File: src/rtl/uart_cmd_pkg.sv
// Shared FSM state encoding and protocol byte constants for the UART command controller.
package uart_cmd_pkg;

  typedef enum logic [2:0] {
    IDLE,
    ADDR,
    WDATA,
    MEM,
    RESP
  } state_t;

  localparam logic [7:0] OP_WRITE = 8'h57;
  localparam logic [7:0] OP_READ  = 8'h52;
  localparam logic [7:0] RSP_OK   = 8'h4B;

  function automatic int addr_bytes(input int bits);
    return (bits + 7) / 8;
  endfunction

endpackage

File: src/rtl/uart_cmd_ctrl.sv
// UART command decoder: 'W'/'R' frames become single memory requests with a byte response.
// Optional inter-byte timeout is built when UART_CMD_TIMEOUT_EN is defined.
module uart_cmd_ctrl
  import uart_cmd_pkg::*;
#(
  parameter int CLK            = 50000000,
  parameter int ADDR_BITS      = 24,
  parameter int DATA_BITS      = 16,
  parameter int TIMEOUT_CYCLES = CLK / 100
) (
  input  logic                 clk,
  input  logic                 rst_n,
  input  logic                 rx_finish,
  input  logic [7:0]           rx_data,
  output logic                 tx_valid,
  output logic [7:0]           tx_data,
  input  logic                 tx_ready,
  output logic                 mem_req,
  output logic                 mem_we,
  output logic [ADDR_BITS-1:0] mem_addr,
  output logic [DATA_BITS-1:0] mem_wdata,
  input  logic                 mem_ack,
  input  logic [DATA_BITS-1:0] mem_rdata,
  output logic                 busy,
  output logic                 err
);

  localparam int AB    = addr_bytes(ADDR_BITS);
  localparam int CNT_W = ($clog2(AB + 1) < 2) ? 2 : $clog2(AB + 1);
  localparam logic [CNT_W-1:0] AB_LAST = CNT_W'(AB - 1);

  state_t               r_state, w_state_next;
  logic                 r_rx_finish_q;
  logic                 w_strobe;
  logic [CNT_W-1:0]     r_cnt, w_cnt_next;
  logic                 r_mem_req, w_mem_req_next;
  logic                 r_mem_we, w_mem_we_next;
  logic [ADDR_BITS-1:0] r_mem_addr, w_mem_addr_next;
  logic [DATA_BITS-1:0] r_mem_wdata, w_mem_wdata_next;
  logic [7:0]           r_rd_lo, w_rd_lo_next;
  logic                 r_tx_valid, w_tx_valid_next;
  logic [7:0]           r_tx_data, w_tx_data_next;
  logic                 r_err, w_err_next;
  logic [ADDR_BITS+7:0] w_addr_shift;
  logic                 w_timeout;

  assign w_strobe     = rx_finish & ~r_rx_finish_q;
  assign w_addr_shift = {r_mem_addr, rx_data};

`ifdef UART_CMD_TIMEOUT_EN
  localparam int TO_W = $clog2(TIMEOUT_CYCLES + 1);
  logic [TO_W-1:0] r_to_cnt;
  logic            w_in_frame;

  assign w_in_frame = (r_state == ADDR) || (r_state == WDATA);
  // Counter is cleared on every accepted byte, so it measures the silence since the last one.
  assign w_timeout  = w_in_frame && !w_strobe && (r_to_cnt == TO_W'(TIMEOUT_CYCLES - 1));

  always_ff @(posedge clk or negedge rst_n) begin
    if (!rst_n) begin
      r_to_cnt <= '0;
    end else if (w_strobe || !w_in_frame) begin
      r_to_cnt <= '0;
    end else begin
      r_to_cnt <= r_to_cnt + 1'b1;
    end
  end
`else
  assign w_timeout = 1'b0;
`endif

  always_ff @(posedge clk or negedge rst_n) begin
    if (!rst_n) begin
      r_state       <= IDLE;
      r_rx_finish_q <= 1'b0;
      r_cnt         <= '0;
      r_mem_req     <= 1'b0;
      r_mem_we      <= 1'b0;
      r_mem_addr    <= '0;
      r_mem_wdata   <= '0;
      r_rd_lo       <= '0;
      r_tx_valid    <= 1'b0;
      r_tx_data     <= '0;
      r_err         <= 1'b0;
    end else begin
      r_state       <= w_state_next;
      r_rx_finish_q <= rx_finish;
      r_cnt         <= w_cnt_next;
      r_mem_req     <= w_mem_req_next;
      r_mem_we      <= w_mem_we_next;
      r_mem_addr    <= w_mem_addr_next;
      r_mem_wdata   <= w_mem_wdata_next;
      r_rd_lo       <= w_rd_lo_next;
      r_tx_valid    <= w_tx_valid_next;
      r_tx_data     <= w_tx_data_next;
      r_err         <= w_err_next;
    end
  end

  always_comb begin
    w_state_next     = r_state;
    w_cnt_next       = r_cnt;
    w_mem_req_next   = r_mem_req;
    w_mem_we_next    = r_mem_we;
    w_mem_addr_next  = r_mem_addr;
    w_mem_wdata_next = r_mem_wdata;
    w_rd_lo_next     = r_rd_lo;
    w_tx_valid_next  = r_tx_valid;
    w_tx_data_next   = r_tx_data;
    w_err_next       = 1'b0;
    case (r_state)
      IDLE: begin
        if (w_strobe) begin
          if (rx_data == OP_WRITE || rx_data == OP_READ) begin
            w_mem_we_next = (rx_data == OP_WRITE);
            w_cnt_next    = '0;
            w_state_next  = ADDR;
          end else begin
            w_err_next = 1'b1;
          end
        end
      end
      ADDR: begin
        if (w_strobe) begin
          w_mem_addr_next = w_addr_shift[ADDR_BITS-1:0];
          if (r_cnt == AB_LAST) begin
            w_cnt_next = '0;
            if (r_mem_we) begin
              w_state_next = WDATA;
            end else begin
              w_state_next   = MEM;
              w_mem_req_next = 1'b1;
            end
          end else begin
            w_cnt_next = r_cnt + 1'b1;
          end
        end
      end
      WDATA: begin
        if (w_strobe) begin
          w_mem_wdata_next = {r_mem_wdata[7:0], rx_data};
          if (r_cnt == CNT_W'(1)) begin
            w_cnt_next     = '0;
            w_state_next   = MEM;
            w_mem_req_next = 1'b1;
          end else begin
            w_cnt_next = r_cnt + 1'b1;
          end
        end
      end
      MEM: begin
        w_err_next = w_strobe;
        if (mem_ack) begin
          w_mem_req_next  = 1'b0;
          w_tx_valid_next = 1'b1;
          w_cnt_next      = '0;
          w_state_next    = RESP;
          if (r_mem_we) begin
            w_tx_data_next = RSP_OK;
          end else begin
            w_tx_data_next = mem_rdata[15:8];
            w_rd_lo_next   = mem_rdata[7:0];
          end
        end
      end
      RESP: begin
        w_err_next = w_strobe;
        // r_cnt marks whether the low read byte has already been queued.
        if (tx_ready) begin
          if (!r_mem_we && r_cnt == '0) begin
            w_tx_data_next = r_rd_lo;
            w_cnt_next     = CNT_W'(1);
          end else begin
            w_tx_valid_next = 1'b0;
            w_cnt_next      = '0;
            w_state_next    = IDLE;
          end
        end
      end
      default: begin
        w_state_next = IDLE;
      end
    endcase
    if (w_timeout) begin
      w_state_next = IDLE;
      w_cnt_next   = '0;
      w_err_next   = 1'b1;
    end
  end

  assign tx_valid  = r_tx_valid;
  assign tx_data   = r_tx_data;
  assign mem_req   = r_mem_req;
  assign mem_we    = r_mem_we;
  assign mem_addr  = r_mem_addr;
  assign mem_wdata = r_mem_wdata;
  assign busy      = (r_state != IDLE);
  assign err       = r_err;

endmodule

File: config.mk
export PLATFORM = sky130hd
export DESIGN_NAME = uart_cmd_ctrl
export DESIGN_NICKNAME = d
export VERILOG_FILES = /design/src/rtl/uart_cmd_pkg.sv /design/src/rtl/uart_cmd_ctrl.sv
export SDC_FILE = /design/constraint.sdc
export NUM_CORES = 1
export LEC_CHECK = 0
export ABC_AREA = 1
export CORE_ASPECT_RATIO = 1.75
export CORE_UTILIZATION = 51
export CTS_BUF_LIST = sky130_fd_sc_hd__clkbuf_16
export CTS_CLUSTER_SIZE = 28
export DETAILED_ROUTE_END_ITERATION = 6
export GPL_TIMING_DRIVEN = 0
export PLACE_DENSITY = 0.84
export SYNTH_ARGS = -nofsm -noshare
export SYNTH_HDL_FRONTEND = slang
export SYNTH_SLANG_ARGS = --single-unit
File: constraint.sdc
create_clock -name clk -period 3.6 [get_ports clk]
set_input_delay 0.36 -clock clk [delete_from_list [all_inputs] [get_ports clk]]
set_output_delay 0.36 -clock clk [all_outputs]
set_load 0.01 [all_outputs]
==> tab_implementation.tex <==
\begin{tabular}{lr}
\hline
Metric & Value \\
\hline
\multicolumn{2}{l}{\textbf{STA}} \\
\quad Count of final hold-check violations & 0 \\
\quad Least-Margin Pin Slew & slightly below 0.8 ns \\
\quad Setup TNS Final & 0 ns \\
\quad Tightest slew margin relative to the limit & 0.472 \\
\quad Max Clock Freq & $\sim$0.47 GHz \\
\quad Finish-stage setup viols & 0 \\
\quad Max-slew violation count & 0 \\
\quad Setup Skew & between 0.005 and 0.006 ns \\
\quad Crit share post-route & 0.591 \\
\quad Clock period minus worst slack & roughly 2.1 ns \\
\quad RSZ-0062 raised after global routing & false \\
\quad Worst hold slack across all endpoints & about 0.12 ns \\
\multicolumn{2}{l}{\textbf{Global route}} \\
\quad Initial antenna violation count & 0 \\
\quad GR Overflow Total & 0 \\
\quad Number of global-route vias before repair & 2557 \\
\quad First-pass GRT wire length & between 10000 and 15000 um \\
\quad Global-route usage over all layers & 0.259 \\
\quad Maximum number of pins on one net before global-route repair & 67 \\
\multicolumn{2}{l}{\textbf{Routing}} \\
\quad Total number of vias & 2544 \\
\quad Sum of routed wire length over all layers & 7150 um \\
\quad Count of routing violations after the opening detailed-route iteration & between 150 and 200 \\
\quad Routed metal-1 wire length & between 2000 and 3000 um \\
\quad Met3 Wirelength & roughly 270 um \\
\quad Number of antenna-violating nets in the routed design & 0 \\
\quad Routed length on met2 & between 3000 and 4000 um \\
\quad DR vias/cell & slightly above 5 \\
\quad Wire per inst & approximately 14 um \\
\quad First-pass iteration count of the detailed router & 4 \\
\quad Highest metal layer used by the detailed router & met4 \\
\quad DRC violations left & 0 \\
\multicolumn{2}{l}{\textbf{Logic synthesis}} \\
\quad Compound-cell area share of the yosys netlist & 0.119 \\
\quad Number of synthesized register bits & 66 \\
\quad Post-synthesis average cell area & a little under 9 um2 \\
\quad Number of synthesis warnings & 0 \\
\quad Post-Synth Simple-Gate Area & 0.206 \\
\quad Parity-gate share of the synthesized area counting xor and xnor cells & 0 \\
\quad Post-synthesis adder-cell area fraction & 0 \\
\quad Share of cell area taken by muxes after synthesis & 0.0433 \\
\quad Leading cell types by total area after synthesis & sky130\_fd\_sc\_hd\_\_dfrtp\_1, sky130\_fd\_sc\_hd\_\_nand2\_1, sky130\_fd\_sc\_hd\_\_inv\_1 \\
\quad Dominant combinational cell family by area after synthesis & simple AND/OR/NAND/NOR gates \\
\quad Synthesized cell area & a little under 3000 um2 \\
\quad Leading cell types by count after synthesis & sky130\_fd\_sc\_hd\_\_nand2\_1, sky130\_fd\_sc\_hd\_\_dfrtp\_1, sky130\_fd\_sc\_hd\_\_inv\_1 \\
\quad Distinct cell type count after synthesis & 27 \\
\quad Cell taking the most area after synthesis & sky130\_fd\_sc\_hd\_\_dfrtp\_1 \\
\quad Seq/Total Area, Yosys & 0.560 \\
\quad Number of flops mapped to enable cells by yosys & 0 \\
\quad Top cell type's share of synthesized area & 0.560 \\
\quad Async set-or-reset flop fraction in the synthesized netlist & 1.00 \\
\quad Syn Inst Count & 330 \\
\quad Post-synth net total & roughly 360 \\
\quad Main synth FF type & sky130\_fd\_sc\_hd\_\_dfrtp\_1 \\
\quad Top-count cell post-synth & sky130\_fd\_sc\_hd\_\_nand2\_1 \\
\multicolumn{2}{l}{\textbf{Power and ir drop}} \\
\quad Worst ir drop on vdd & just under 500 uV \\
\quad Overall power of the completed layout & between 3 and 4 mW \\
\quad P\_leak & 2.02 nW \\
\quad Power density over cell area & roughly 890 nW/um2 \\
\multicolumn{2}{l}{\textbf{Place}} \\
\quad HPWL after DPL & slightly above 5000 um \\
\quad Final estimated routing congestion in global placement & around 0.88 \\
\quad Post-placement cell area & 3850 um2 \\
\quad Count of input and output buffers & about 80 \\
\quad Cell count after placement & about 490 \\
\multicolumn{2}{l}{\textbf{Critical path}} \\
\quad Data arrival, critical path & roughly 1.8 ns \\
\quad CP Max Fanout & 7 \\
\quad Endpoint of the worst-slack reg-to-reg timing path & tx\_data[4]\$\_DFFE\_PN0P\_ \\
\quad Category of the worst setup path capture point & primary output \\
\quad Beginning of the worst register-to-register path & r\_state[1]\$\_DFFE\_PN0P\_ \\
\quad Worst reg2reg setup slack & 1.91 ns \\
\quad Critical path data required time & 3.24 ns \\
\quad Depth of the worst register-to-register path & 8 \\
\quad Startpoint class of the critical path & register \\
\quad Crit Path Category & reg2out \\
\multicolumn{2}{l}{\textbf{Flow run}} \\
\quad Number of max-cap violations & 0 \\
\multicolumn{2}{l}{\textbf{Final layout}} \\
\quad Final cell count without fillers & $\sim$500 \\
\quad Layout net count & around 450 \\
\quad Synth-to-layout area growth & 40.3\% \\
\quad Filler Cell Count & between 400 and 500 \\
\quad Inserted Diodes & 0 \\
\quad Cell area after layout & between 4000 and 5000 um2 \\
\quad Fraction of layout cells with a size suffix above 1 & 0.136 \\
\multicolumn{2}{l}{\textbf{Clocking}} \\
\quad Clock latency reported for the late side of the worst-skew pair & about 0.33 ns \\
\quad Num Clock Sinks & 66 \\
\quad Total of cells resized after clock tree synthesis & 0 \\
\quad Count of hold-fix buffers inserted at cts & 0 \\
\quad Buffer levels on the longest clock path & 2 \\
\quad Number of setup buffers added after CTS & 0 \\
\quad Clock transition at path regs & 0.05 ns \\
\quad Clock Root Buffer & sky130\_fd\_sc\_hd\_\_clkbuf\_16 \\
\quad H-tree levels & 3 \\
\quad Inserted Clock Buffers & 9 \\
\quad Clock tree from TritonCTS & done \\
\multicolumn{2}{l}{\textbf{Floorplanning}} \\
\quad Floorplan row count & 36 \\
\quad Placeable Area & about 5600 um2 \\
\quad Initial Utilization & 0.528 \\
\quad Die outline area & slightly above 6000 um2 \\
\quad Top-Level Pins & a little over 80 \\
\quad Width of the die & just under 60 um \\
\quad Chip Height & slightly above 100 um \\
\multicolumn{2}{l}{\textbf{Status}} \\
\quad Result of the run & complete, no violations \\
\multicolumn{2}{l}{\textbf{Hold path}} \\
\quad Worst min-delay path class & in2async \\
\hline
\end{tabular}
## stage by stage
step           utilization  setup WS [ns]
2_1_floorplan            -           2.13
3_3_place_gp         0.690         0.0768
3_5_place_dp         0.690           1.60
4_1_cts              0.741           1.47
5_1_grt              0.741           1.37
6_report             0.741           1.47
## metal layers
metal | vias up | track usage
li1 | 1251 | -
met1 | 1192 | 0.268
met2 | 84 | 0.461
met3 | 17 | 0.0627
met4 | 0 | 0.150
met5 | - | 0
## area by class of cell
class	count	area, um2	share of cell area
Clock buffer	9	225	0.0544
Timing Repair Buffer	81	808	0.195
Multi-Input combinational cell	213	1090	0.262
Inverter	42	158	0.0381
Buffer	9	55.1	0.0133
Sequential cell	66	1650	0.399
Clock inverter	7	61.3	0.0148
Tap cell	76	95.1	0.0230
## registers in the layout, summed over array words and instances (netlist names)
register       count
mem_wdata         16
tx_data            8
r_rd_lo            8
err                1
tx_valid           1
r_cnt              2
r_state            3
mem_addr          24
mem_we             1
r_rx_finish_q      1
mem_req            1
## worst max path at each step
stage                     slack (ns)                         to                   start  cells past startpoint
after global routing            1.37                       busy  r_state[1]$_DFFE_PN0P_                      5
after CTS                       1.47                       busy  r_state[1]$_DFFE_PN0P_                      5
after floorplan                 2.13  mem_wdata[11]$_DFFE_PN0P_  r_state[2]$_DFFE_PN0P_                      7
after global placement          0.08     r_rd_lo[7]$_DFFE_PN0P_                   rst_n                      1
after detailed placement        1.60   mem_addr[12]$_DFFE_PN0P_               rx_finish                      7
final                           1.47                       busy  r_state[1]$_DFFE_PN0P_                      5
## placed cells by master (no fill, tap or decap), types with 2 or more instances in the layout
master and n:
sky130_fd_sc_hd__nand2_1 86, sky130_fd_sc_hd__mux2_1 4, sky130_fd_sc_hd__clkinvlp_4 2, sky130_fd_sc_hd__nor3_1 2
sky130_fd_sc_hd__a21oi_1 10, sky130_fd_sc_hd__clkbuf_16 9, sky130_fd_sc_hd__a21oi_2 8, sky130_fd_sc_hd__clkinv_1 2
sky130_fd_sc_hd__o21ai_1 17, sky130_fd_sc_hd__nor2_2 7, sky130_fd_sc_hd__o21ai_0 20, sky130_fd_sc_hd__mux2_4 4
sky130_fd_sc_hd__nor2_1 23, sky130_fd_sc_hd__clkbuf_1 2, sky130_fd_sc_hd__buf_2 5, sky130_fd_sc_hd__nand4_1 4
sky130_fd_sc_hd__clkdlybuf4s50_1 80, sky130_fd_sc_hd__dfrtp_1 66, sky130_fd_sc_hd__nand2_2 4, sky130_fd_sc_hd__inv_2 10
sky130_fd_sc_hd__inv_1 33, sky130_fd_sc_hd__mux2_2 2, sky130_fd_sc_hd__buf_6 2, sky130_fd_sc_hd__o21bai_1 2
sky130_fd_sc_hd__nand3_1 14
## critical path, stage by stage, from the launching register on
cell and delay, ns:
sky130_fd_sc_hd__dfrtp_1 0.48, sky130_fd_sc_hd__nor2_2 0.19, sky130_fd_sc_hd__inv_2 0.06, sky130_fd_sc_hd__nor2_1 0.16, sky130_fd_sc_hd__inv_2 0.07, sky130_fd_sc_hd__clkdlybuf4s50_1 0.48
## kinds of logic (layout without fill, tap and decap cells)
group,after synthesis,in the layout
buf+inv,51,148
mux,10,10
flops,66,66
simple gates,143,143
compound gates,60,60
## power breakdown
part / switching, mW / internal, mW
registers: 0.208 / 1.07
logic: 0.795 / 0.783
clock network: 0.310 / 0.526
total: 1.31 / 2.38
Note: power is estimated with default switching activity, not from simulation.
